## src/rtl/led_anim_pkg.sv

```systemverilog
// Shared encodings and helpers for the multi-channel LED animator.
package led_anim_pkg;

  typedef enum logic [1:0] {
    MODE_WALK_L = 2'd0,
    MODE_WALK_R = 2'd1,
    MODE_BOUNCE = 2'd2,
    MODE_FILL   = 2'd3
  } mode_e;

  typedef enum logic {
    DIR_UP   = 1'b0,
    DIR_DOWN = 1'b1
  } dir_e;

  // Direction a freshly (re)started animation begins with.
  function automatic dir_e start_dir(input mode_e m);
    return (m == MODE_WALK_R) ? DIR_DOWN : DIR_UP;
  endfunction

endpackage

```

## src/rtl/led_anim_multi_pwm.sv

```systemverilog
// Free-running PWM counter with duty compare; optional second compare for the trail
// (extra ports present only when LED_ANIM_TRAIL_EN is defined).
module led_pwm_gen #(
  parameter int unsigned PWM_W = 4
) (
  input  logic             clk,
  input  logic             rst,
  input  logic             en,
  input  logic [PWM_W-1:0] duty,
`ifdef LED_ANIM_TRAIL_EN
  input  logic [PWM_W-1:0] aux_duty,
  output logic             aux_on_c,
`endif
  output logic             pwm_on_c
);

  localparam logic [PWM_W-1:0] DUTY_FULL = {PWM_W{1'b1}};

  logic [PWM_W-1:0] cnt_q;

  // Counter wraps naturally at 2^PWM_W and freezes while disabled.
  always_ff @(posedge clk or posedge rst) begin
    if (rst) begin
      cnt_q <= '0;
    end else if (en) begin
      cnt_q <= cnt_q + PWM_W'(1);
    end
  end

  // All-ones duty is fully on rather than (2^PWM_W-1)/2^PWM_W.
  assign pwm_on_c = (duty == DUTY_FULL) | (cnt_q < duty);

`ifdef LED_ANIM_TRAIL_EN
  assign aux_on_c = (cnt_q < aux_duty);
`endif

endmodule

```

## src/rtl/led_anim_multi.sv

```systemverilog
// N_LED-wide LED animator: walk left/right, bounce and fill with PWM brightness.
// Define LED_ANIM_TRAIL_EN to light the previous position at half brightness.
module led_anim_multi
  import led_anim_pkg::*;
#(
  parameter int unsigned N_LED  = 8,
  parameter int unsigned STEP_W = 16,
  parameter int unsigned PWM_W  = 4,
  parameter int unsigned POS_W  = $clog2(N_LED)
) (
  input  logic              clk,
  input  logic              rst,
  input  logic              en,
  input  logic [1:0]        mode,
  input  logic [STEP_W-1:0] step_div,
  input  logic [PWM_W-1:0]  duty,
  output logic [N_LED-1:0]  out,
  output logic [POS_W-1:0]  pos,
  output logic              step_pulse
);

  localparam int unsigned      LAST_IDX = N_LED - 1;
  localparam logic [POS_W-1:0] LAST_POS = POS_W'(LAST_IDX);

  logic [STEP_W-1:0] cnt_q, cnt_d;
  logic              tick_c;
  logic [POS_W-1:0]  pos_d;
  dir_e              dir_q, dir_d;
  mode_e             mode_q, mode_d;
  mode_e             mode_in;
  logic              step_pulse_d;
  logic [N_LED-1:0]  mask_c;
  logic [N_LED-1:0]  out_d;
  logic              pwm_on_c;

`ifdef LED_ANIM_TRAIL_EN
  logic [POS_W-1:0]  prev_q, prev_d;
  logic [N_LED-1:0]  trail_c;
  logic              trail_on_c;
`endif

  assign mode_in = mode_e'(mode);

  led_pwm_gen #(
    .PWM_W (PWM_W)
  ) u_pwm (
    .clk      (clk),
    .rst      (rst),
    .en       (en),
    .duty     (duty),
`ifdef LED_ANIM_TRAIL_EN
    .aux_duty (duty >> 1),
    .aux_on_c (trail_on_c),
`endif
    .pwm_on_c (pwm_on_c)
  );

  // State register.
  always_ff @(posedge clk or posedge rst) begin
    if (rst) begin
      cnt_q      <= '0;
      pos        <= '0;
      dir_q      <= DIR_UP;
      mode_q     <= MODE_WALK_L;
      step_pulse <= 1'b0;
      out        <= '0;
`ifdef LED_ANIM_TRAIL_EN
      prev_q     <= '0;
`endif
    end else begin
      cnt_q      <= cnt_d;
      pos        <= pos_d;
      dir_q      <= dir_d;
      mode_q     <= mode_d;
      step_pulse <= step_pulse_d;
      out        <= out_d;
`ifdef LED_ANIM_TRAIL_EN
      prev_q     <= prev_d;
`endif
    end
  end

  // Prescaler and step sequencing.
  always_comb begin
    cnt_d        = cnt_q;
    tick_c       = 1'b0;
    pos_d        = pos;
    dir_d        = dir_q;
    mode_d       = mode_q;
    step_pulse_d = 1'b0;
`ifdef LED_ANIM_TRAIL_EN
    prev_d       = prev_q;
`endif

    if (en) begin
      if (cnt_q == step_div) begin
        cnt_d  = '0;
        tick_c = 1'b1;
      end else if (cnt_q > step_div) begin
        // step_div shrank below the running count: restart silently.
        cnt_d = '0;
      end else begin
        cnt_d = cnt_q + STEP_W'(1);
      end
    end

    if (tick_c) begin
      step_pulse_d = 1'b1;
      if (mode_in != mode_q) begin
        mode_d = mode_in;
        pos_d  = (mode_in == MODE_WALK_R) ? LAST_POS : '0;
        dir_d  = start_dir(mode_in);
`ifdef LED_ANIM_TRAIL_EN
        prev_d = pos_d;
`endif
      end else begin
`ifdef LED_ANIM_TRAIL_EN
        prev_d = pos;
`endif
        unique case (mode_q)
          MODE_WALK_R: begin
            pos_d = (pos == '0) ? LAST_POS : pos - POS_W'(1);
          end
          MODE_BOUNCE: begin
            // Reversal happens on the step after reaching an end, so ends are held once.
            if (dir_q == DIR_UP) begin
              if (pos == LAST_POS) begin
                dir_d = DIR_DOWN;
                pos_d = LAST_POS - POS_W'(1);
              end else begin
                pos_d = pos + POS_W'(1);
              end
            end else begin
              if (pos == '0) begin
                dir_d = DIR_UP;
                pos_d = POS_W'(1);
              end else begin
                pos_d = pos - POS_W'(1);
              end
            end
          end
          default: begin
            pos_d = (pos == LAST_POS) ? '0 : pos + POS_W'(1);
          end
        endcase
      end
    end
  end

  // Lit-LED mask: one-hot for the moving modes, thermometer for FILL.
  always_comb begin
    mask_c = '0;
    if (mode_q == MODE_FILL) begin
      for (int i = 0; i < int'(N_LED); i++) begin
        mask_c[i] = (POS_W'(i) <= pos);
      end
    end else begin
      mask_c[pos] = 1'b1;
    end
  end

`ifdef LED_ANIM_TRAIL_EN
  // Trail only after a real advance; prev equals pos after reset or restart.
  always_comb begin
    trail_c = '0;
    if ((mode_q != MODE_FILL) && (prev_q != pos)) begin
      trail_c[prev_q] = 1'b1;
    end
  end

  assign out_d = en ? ((mask_c & {N_LED{pwm_on_c}}) | (trail_c & {N_LED{trail_on_c}}))
                    : '0;
`else
  assign out_d = en ? (mask_c & {N_LED{pwm_on_c}}) : '0;
`endif

endmodule

```

## config.mk

```make
export PLATFORM = sky130hd
export DESIGN_NAME = led_anim_multi
export DESIGN_NICKNAME = d
export VERILOG_FILES = /design/src/rtl/led_anim_pkg.sv /design/src/rtl/led_anim_multi_pwm.sv /design/src/rtl/led_anim_multi.sv
export SDC_FILE = /design/constraint.sdc
export NUM_CORES = 1
export LEC_CHECK = 0
export ABC_AREA = 1
export BUFFER_PORTS_ARGS = -buffer_cell sky130_fd_sc_hd__buf_2
export CAP_MARGIN = 30
export CORE_AREA = 2 2 93 95
export CTS_CLUSTER_SIZE = 20
export DETAILED_ROUTE_END_ITERATION = 12
export DIE_AREA = 0 0 95 97
export GPL_TIMING_DRIVEN = 0
export REMOVE_ABC_BUFFERS = 1
export SETUP_SLACK_MARGIN = 0.4
export SKIP_LAST_GASP = 1
export SYNTH_ARGS = -nofsm -noshare
export SYNTH_HDL_FRONTEND = slang
export SYNTH_SLANG_ARGS = --single-unit
```

## constraint.sdc

```tcl
create_clock -name clk -period 2 [get_ports clk]
set_clock_uncertainty 0.1 [all_clocks]
set_input_delay 0.1 -clock clk [delete_from_list [all_inputs] [get_ports clk]]
set_output_delay 0.1 -clock clk [all_outputs]
set_load 0.01 [all_outputs]
```

After elaboration in Yosys (flattened, before gate mapping)
Index checks and enable logic that the tools add are counted.

cells by class
  add/sub/neg operators = 4
  magnitude comparators = 12
  eq/ne operators = 8
  muxes and demuxes = 23
  bitwise logic cells = 2
  reductions and logical operators = 5

operators by type and width
  operator                                                           number
  2-to-1 mux 16 bit                                                  2
  2-to-1 mux 3 bit                                                   7
  adder 16 x 1 -> 16 bit, second input constant                      1
  == test 16 bit                                                     1
  greater-than comparator 16 bit                                     1
  2-to-1 mux 8 bit                                                   2
  less-or-equal comparator 3 bit, first input constant               4
  2-to-1 mux 1 bit                                                   10
  AND 8 bit                                                          1
  less-or-equal comparator 1 x 3 -> 1 bit, first input constant      2
  less-or-equal comparator 2 x 3 -> 1 bit, first input constant      2
  one-hot mux 3 bit (2 select lines)                                 1
  adder 4 x 1 -> 4 bit, second input constant                        1
  == test 2 x 1 -> 1 bit, second input constant                      2
  == test 2 bit, second input constant                               2
  == test 4 bit, second input constant                               1
  less-than comparator 3 x 4 -> 1 bit, second input constant         1
  less-than comparator 4 bit                                         1
  AND reduction 2 bit                                                2
  adder 3 x 1 -> 3 bit, second input constant                        1
  demux 1 bit (select 3 bit)                                         1
  == test 3 bit, second input constant                               1
  greater-or-equal comparator 3 x 1 -> 1 bit, second input constant  1
  zero test 3 bit                                                    1
  other kinds (5)                                                    5

word-level totals
  register bits after elaboration = 35
  logic and storage cells = 61

Logic depth before layout (Yosys ltp)
Gate-level depths: netlist (run 1).

  depth in word-level cells = 7
  gate-level depth with buffers = 12
  gate-level depth less buffers = 11

Modules after synthesis
From an unflattened synthesis (run 1), not the netlist that was laid out.

unflattened totals
  cells, all modules = 392
  area total of the unflattened synthesis = 2,829.0 um2

by module, submodules not included
  module          instances  cells an instance  area an instance (um2)  seq. area each (um2)
  led_anim_multi  1          361                2,563.7                 775.7
  led_pwm_gen     1          31                 265.3                   100.1

Least setup slack after synthesis (run 1)
Ideal clock, no wire load.

  path type = register -> register
  start point = register cnt_q[7]
  end point = register pos[0]
  library setup time = 135 ps
  arrival time = 1,445 ps
  required time = 1,765 ps
  path slack = 320 ps
  stages on the path, launching flop included = 9
  path buffers = 0
  clock period less this slack = 1,680 ps
  path through = dfrtp_1 -> ha_1 -> nand2_1 -> nor2_2 -> nand2_2 -> nor2_4 -> nand2_4 -> nor2_4 -> a22oi_1

on the way
  longest elaborated chain between the ends = 3

RTL lines
  element                 line                  text
  start, declared         led_anim_multi.sv:25  logic [STEP_W-1:0] cnt_q, cnt_d;
  start signal, assigned  led_anim_multi.sv:71  cnt_q <= cnt_d;
  == test 16 bit          led_anim_multi.sv:96  if (cnt_q == step_div) begin
  2-to-1 mux 1 bit        led_anim_multi.sv:96
  2-to-1 mux 1 bit        led_anim_multi.sv:95  if (en) begin
  end signal, assigned    led_anim_multi.sv:72  pos <= pos_d;
  end, declared           led_anim_multi.sv:18  output logic [POS_W-1:0] pos,

No other way between the ends.
A chain may end at the register's enable or synchronous reset.

Worst setup path in the final report (run 1)
  start point = register cnt_q[12]
  end point = register pos[0]

Same word-level chain as after synthesis.

==> results of run 1 <==
[where the power goes]
group          internal [mW]  total, mW  switching (mW)
registers              0.856      0.961           0.105
logic                  0.394      0.866           0.472
clock network          0.315      0.576           0.262
[logic make-up after synthesis]
kind of cell	synth area share
compound gates	0.0815
xor+xnor	0.0410
fa+ha+maj	0.140
buf+inv	0.104
flops	0.315
simple gates	0.320
[synthesized netlist by cell type]
master / instances
nand2_1: 96
inv_1: 61
dfrtp_1: 35
nor2_1: 33
ha_1: 31
nand3_1: 26
a21oi_1: 13
o21ai_0: 9
xor2_1: 9
nand2_2: 7
nand3b_1: 6
nand4_1: 6
nor3_1: 6
nor2_4: 4
xnor2_1: 4
nor2_2: 3
a22oi_1: 2
buf_4: 2
buf_6: 2
nand3_2: 2
o31ai_1: 2
a21boi_2: 1
a22oi_2: 1
a31oi_1: 1
a32oi_1: 1
buf_2: 1
clkbuf_1: 1
clkinv_1: 1
clkinv_2: 1
inv_2: 1
nand2_4: 1
nor3_4: 1
o2111ai_1: 1
o21ai_1: 1
o21ai_2: 1
o21bai_1: 1
o32ai_1: 1
o41ai_1: 1
or2_0: 1
[critical path, stage by stage (launching register included)]
cell and delay, ns:
dfrtp_2 0.45, ha_4 0.28, nand2_2 0.04, nor2_2 0.14, nand2_2 0.10, nor2_4 0.18
nand2_4 0.12, nor2_4 0.20, a22oi_2 0.07
[registers in the layout, indices dropped and copies added, names as in the netlist]
signal / cells
u_pwm.cnt_q: 4
pos: 3
mode_q: 2
out: 8
cnt_q: 16
step_pulse: 1
dir_q: 1
[layout make-up]
class | count | area (µm²)
Multi-Input combinational cell | 272 | 1750
Clock buffer | 8 | 100
Tap cell | 105 | 131
Sequential cell | 35 | 887
Fill cell | 831 | 4570
Timing Repair Buffer | 67 | 457
Inverter | 64 | 241
[worst max-delay path by stage]
| stage | to | slack, ns | depth (start not counted) |
|---|---|---|---|
| after CTS | pos[0] | 0.20 | 8 |
| after floorplan | cnt_q[0] | 0.31 | 7 |
| final | pos[0] | 0.19 | 8 |
| after detailed placement | cnt_q[8] | -0.02 | 8 |
| after global routing | mode_q[1] | 0.07 | 10 |
| after global placement | cnt_q[6] | 0.03 | 8 |
[stage by stage]
| step | util | worst slack [ns] | hold WS (ns) |
|---|---|---|---|
| after floorplan | - | 0.306 | 0.0910 |
| after global placement | 0.374 | 0.0276 | 0.280 |
| after detailed placement | 0.378 | -0.0174 | 0.183 |
| after CTS | 0.423 | 0.205 | 0.0571 |
| after global routing | 0.439 | 0.0725 | 0.100 |
| final | 0.439 | 0.188 | 0.0751 |
[metal layers]
layer  global-route usage  part of all wire
met1                0.178              0.45
met2                0.274              0.50
met3               0.0304             0.034
met4               0.0368             0.016
met5                    0                 0
[repair_timing]
action                     CTS  global route
setup endpoints to repair   31            31
gates cloned                 0             0
hold buffers                 3             0
pin swaps                   14            10
hold endpoints to repair    19             0
buffers inserted            18             9
gates resized for setup     24            11
==> results.py, run 1 <==
metrics = {
    "status": {
        "status": "complete, no violations",
    },
    "synthesis": {
        "synth_top_cell_by_area": "dfrtp_1",
        "seq_area_frac_synth": 0.315,
        "syn_inst": 377,
        "synth_top_area_frac": 0.315,
        "ys_top_cells_by_area": "dfrtp_1, ha_1, nand2_1",
        "synth_cell_type_count": 39,
        "netlist_area_um2": 2780,
        "yosysWarnings": 0,
        "avgSynthCellArea_um2": 7.37,
        "synth_seq_cells": 35,
    },
    "min_path": {
        "worstHoldStart": "en",
        "hold_path_class": "in -> reg",
        "hold_end": "u_pwm.cnt_q[1]",
        "holdPathStages": 3,
    },
    "cts": {
        "htreeDepth": 2,
        "clockBufferDepth": 2,
        "cts_buffers": 5,
        "clk_pin_slew_ns": 0.07,
        "tritoncts": "built",
        "clock_sinks": 35,
        "clock-root-buffer": "clkbuf_8",
        "clock_latency_ns": 0.29,
    },
    "drt": {
        "drc": 0,
        "wl_per_cell_um": 11.9,
        "via_per_inst": 4.72,
        "drtPass1Iterations": 4,
        "drtIter0Drc": 68,
        "routed_wl_um": 6560,
        "ant_nets": 0,
        "via_count": 2602,
    },
    "worst_setup_path": {
        "crit_path_start_kind": "flip-flop",
        "r2r_cells": 8,
        "worstSetupPathType": "reg -> reg",
        "worstPathRequired_ns": 2.06,
        "critPathMaxFanout": 5,
        "end_kind": "flip-flop",
        "reg2reg_from": "cnt_q[12]",
        "r2r_slack_ns": 0.19,
        "arrival_ns": 1.87,
        "timing.rr.end": "pos[0]",
        "startpoint": "cnt_q[12]",
    },
    "placement": {
        "port_buffers": 36,
        "hpwl_um": 4580,
        "gp_congestion": 0.773,
        "placedCellCount": 513,
        "placed_cell_area_um2": 3070,
    },
    "power": {
        "powerDensity_nw_per_um2": 674,
        "power.leakage_nw": 1.88,
        "peakVddDrop_uv": 248,
        "power.total_mw": 2.40,
    },
    "job": {
        "max_cap_viol_count": 0,
    },
    "floorplanning": {
        "die_x_um": 95,
        "die_h_um": 97,
        "initial_core_util": 0.342,
        "core_um2": 8130,
        "placementRows": 33,
        "ios": 37,
        "die_area_um2": 9220,
    },
    "sta": {
        "setup_tns_ns": 0,
        "fin_crit_sh": 0.906,
        "rsz0062_at_grt": "yes",
        "relSlewSlack": 0.478,
        "final_hold_viol_count": 0,
        "slew_viol_final": 0,
        "post-route-min-period_ns": 1.81,
        "max_slew.worst_pin.slew_ns": 0.782,
        "max_freq_mhz": 552,
        "setup_viol": 0,
    },
    "cells_and_area": {
        "antenna_cells": 0,
        "final_common_cell": "nand2_1",
        "nets": 501,
        "final_cell_area_um2": 3570,
        "area_growth_syn_to_layout_pct": 28.3,
        "layout_common_cells": "nand2_1, inv_1, buf_2",
        "drive_above_1_share": 0.274,
        "finalNonFillerCells": 551,
    },
    "grt": {
        "grt_pass1_wl_um": 11200,
        "grt_util_all_layers": 0.151,
        "grt_pass1_vias": 2591,
        "antenna_found_initial": 0,
        "grt_max_degree": 19,
        "grt_overflow": 0,
    },
}
Power figures use the tool's default switching activity.
==> run 2: changes to the inputs <==
Settings changed: CORE_AREA 2 2 93 95 to 2 2 76 115, DIE_AREA 0 0 95 97 to 0 0 78 117.
==> results.py, run 2 (synthesis results as in run 1) <==
metrics = {
    "sta": {
        "post-route-min-period_ns": 1.81,
        "setup_viol": 0,
        "final_hold_viol_count": 0,
        "relSlewSlack": 0.599,
        "rsz0062_at_grt": "yes",
        "whs_ns": 0.00945,
        "fin_crit_sh": 0.905,
        "max_slew.worst_pin.slew_ns": 0.600,
        "max_freq_mhz": 553,
        "setup_ws_ns": 0.190,
        "slew_viol_final": 0,
    },
    "floorplanning": {
        "ios": 37,
        "core_um2": 8210,
        "die_x_um": 78,
        "die_area_um2": 9130,
        "initial_core_util": 0.339,
        "die_h_um": 117,
        "placementRows": 41,
    },
    "cts": {
        "clock_latency_ns": 0.28,
        "htreeDepth": 2,
        "clock_sinks": 35,
        "cts_buffers": 5,
        "clock-root-buffer": "clkbuf_16",
        "tritoncts": "built",
        "clockBufferDepth": 2,
        "clk_pin_slew_ns": 0.05,
    },
    "grt": {
        "grt_pass1_vias": 2641,
        "grt_util_all_layers": 0.148,
        "grt_pass1_wl_um": 11000,
        "grt_max_degree": 24,
        "antenna_found_initial": 0,
        "grt_overflow": 0,
    },
    "worst_setup_path": {
        "r2r_slack_ns": 0.19,
        "worstPathRequired_ns": 2.06,
        "critPathMaxFanout": 8,
        "end_kind": "flip-flop",
        "reg2reg_from": "cnt_q[0]",
        "timing.rr.end": "cnt_q[12]",
        "arrival_ns": 1.87,
        "worstSetupPathType": "reg -> reg",
        "crit_path_start_kind": "flip-flop",
        "r2r_cells": 11,
    },
    "drt": {
        "via_per_inst": 4.72,
        "drtPass1Iterations": 4,
        "drc": 0,
        "ant_nets": 0,
        "routed_wl_um": 6630,
        "drtIter0Drc": 93,
        "via_count": 2631,
        "wl_per_cell_um": 11.9,
    },
    "status": {
        "status": "complete, no violations",
    },
    "min_path": {
        "worstHoldStart": "mode[1]",
        "hold_end": "mode_q[1]",
        "hold_path_class": "in -> reg",
        "holdPathStages": 3,
    },
    "power": {
        "power.leakage_nw": 1.95,
        "powerDensity_nw_per_um2": 724,
        "peakVddDrop_uv": 357,
        "power.total_mw": 2.69,
    },
    "cells_and_area": {
        "area_growth_syn_to_layout_pct": 33.5,
        "drive_above_1_share": 0.313,
        "final_cell_area_um2": 3710,
        "antenna_cells": 0,
        "final_common_cell": "nand2_1",
        "largestRegisters": "cnt_q x16, out x8, u_pwm.cnt_q x4",
        "largest_reg_flops": 16,
        "layout_common_cells": "nand2_1, inv_1, buf_2",
        "regMostFlops": "cnt_q",
        "fillers": 808,
        "nets": 506,
    },
    "job": {
        "max_cap_viol_count": 0,
    },
    "placement": {
        "port_buffers": 36,
        "hpwl_um": 4650,
        "gp_congestion": 0.824,
        "place_ws_ns": -0.0297,
        "placed_cell_area_um2": 3080,
    },
}
[run 2: metrics by stage]
| step | TNS (ns) | std cells | util |
|---|---|---|---|
| after global placement | -0.157 | 514 | 0.371 |
| after floorplan | 0 | 371 | - |
| after global routing | 0 | 558 | 0.452 |
| after detailed placement | -0.130 | 515 | 0.375 |
| final | 0 | 558 | 0.452 |
| after CTS | 0 | 546 | 0.426 |
[run 2: routing by layer]
metal | wire length [µm] | track usage
met3 | 200 | 0.0222
met4 | 145 | 0.0690
met2 | 3720 | 0.297
met5 | 0 | 0
met1 | 2560 | 0.148
[run 2: what timing repair did]
action / in CTS / in global routing
endpoints found under the setup margin: 31 / 31
buffers inserted: 21 / 12
hold buffers: 1 / 0
gates cloned: 1 / 0
resized for setup: 31 / 20
hold endpoints to repair: 12 / 0
pin swaps: 15 / 8
[run 2: power by group]
part / internal [mW] / switching (mW) / total, mW
clock network: 0.460 / 0.279 / 0.739
logic: 0.471 / 0.503 / 0.974
registers: 0.857 / 0.119 / 0.976
total: 1.79 / 0.900 / 2.69
[run 2: worst max path at each step]
| stage | start | to | slack, ns | depth (start not counted) |
|---|---|---|---|---|
| after floorplan | cnt_q[13] | cnt_q[0] | 0.31 | 7 |
| after global placement | cnt_q[11] | cnt_q[2] | -0.02 | 8 |
| after detailed placement | cnt_q[11] | cnt_q[0] | -0.03 | 8 |
| after CTS | cnt_q[5] | pos[0] | 0.22 | 8 |
| after global routing | cnt_q[0] | cnt_q[10] | 0.09 | 11 |
| final | cnt_q[0] | cnt_q[12] | 0.19 | 11 |
[run 2: worst max-delay path, cell delays in order (launching register included)]
cell	delay, ns
dfrtp_1	0.41
inv_2	0.08
ha_4	0.27
nand2_4	0.05
nor2_4	0.13
nand2_2	0.07
nor2_4	0.15
buf_6	0.12
nor3_4	0.03
buf_6	0.14
nand3b_1	0.07
nand2_1	0.05
[run 2: final cells by class]
class                   count  area (µm²)  share of cell area
repair buffers             71         489               0.132
clock buffers               7         133              0.0357
flip-flops and latches     35         888               0.239
multi-input cells         273        1820               0.490
well taps                 107         134              0.0361
clock inverters             1        5.00             0.00135
inverters                  64         244              0.0657
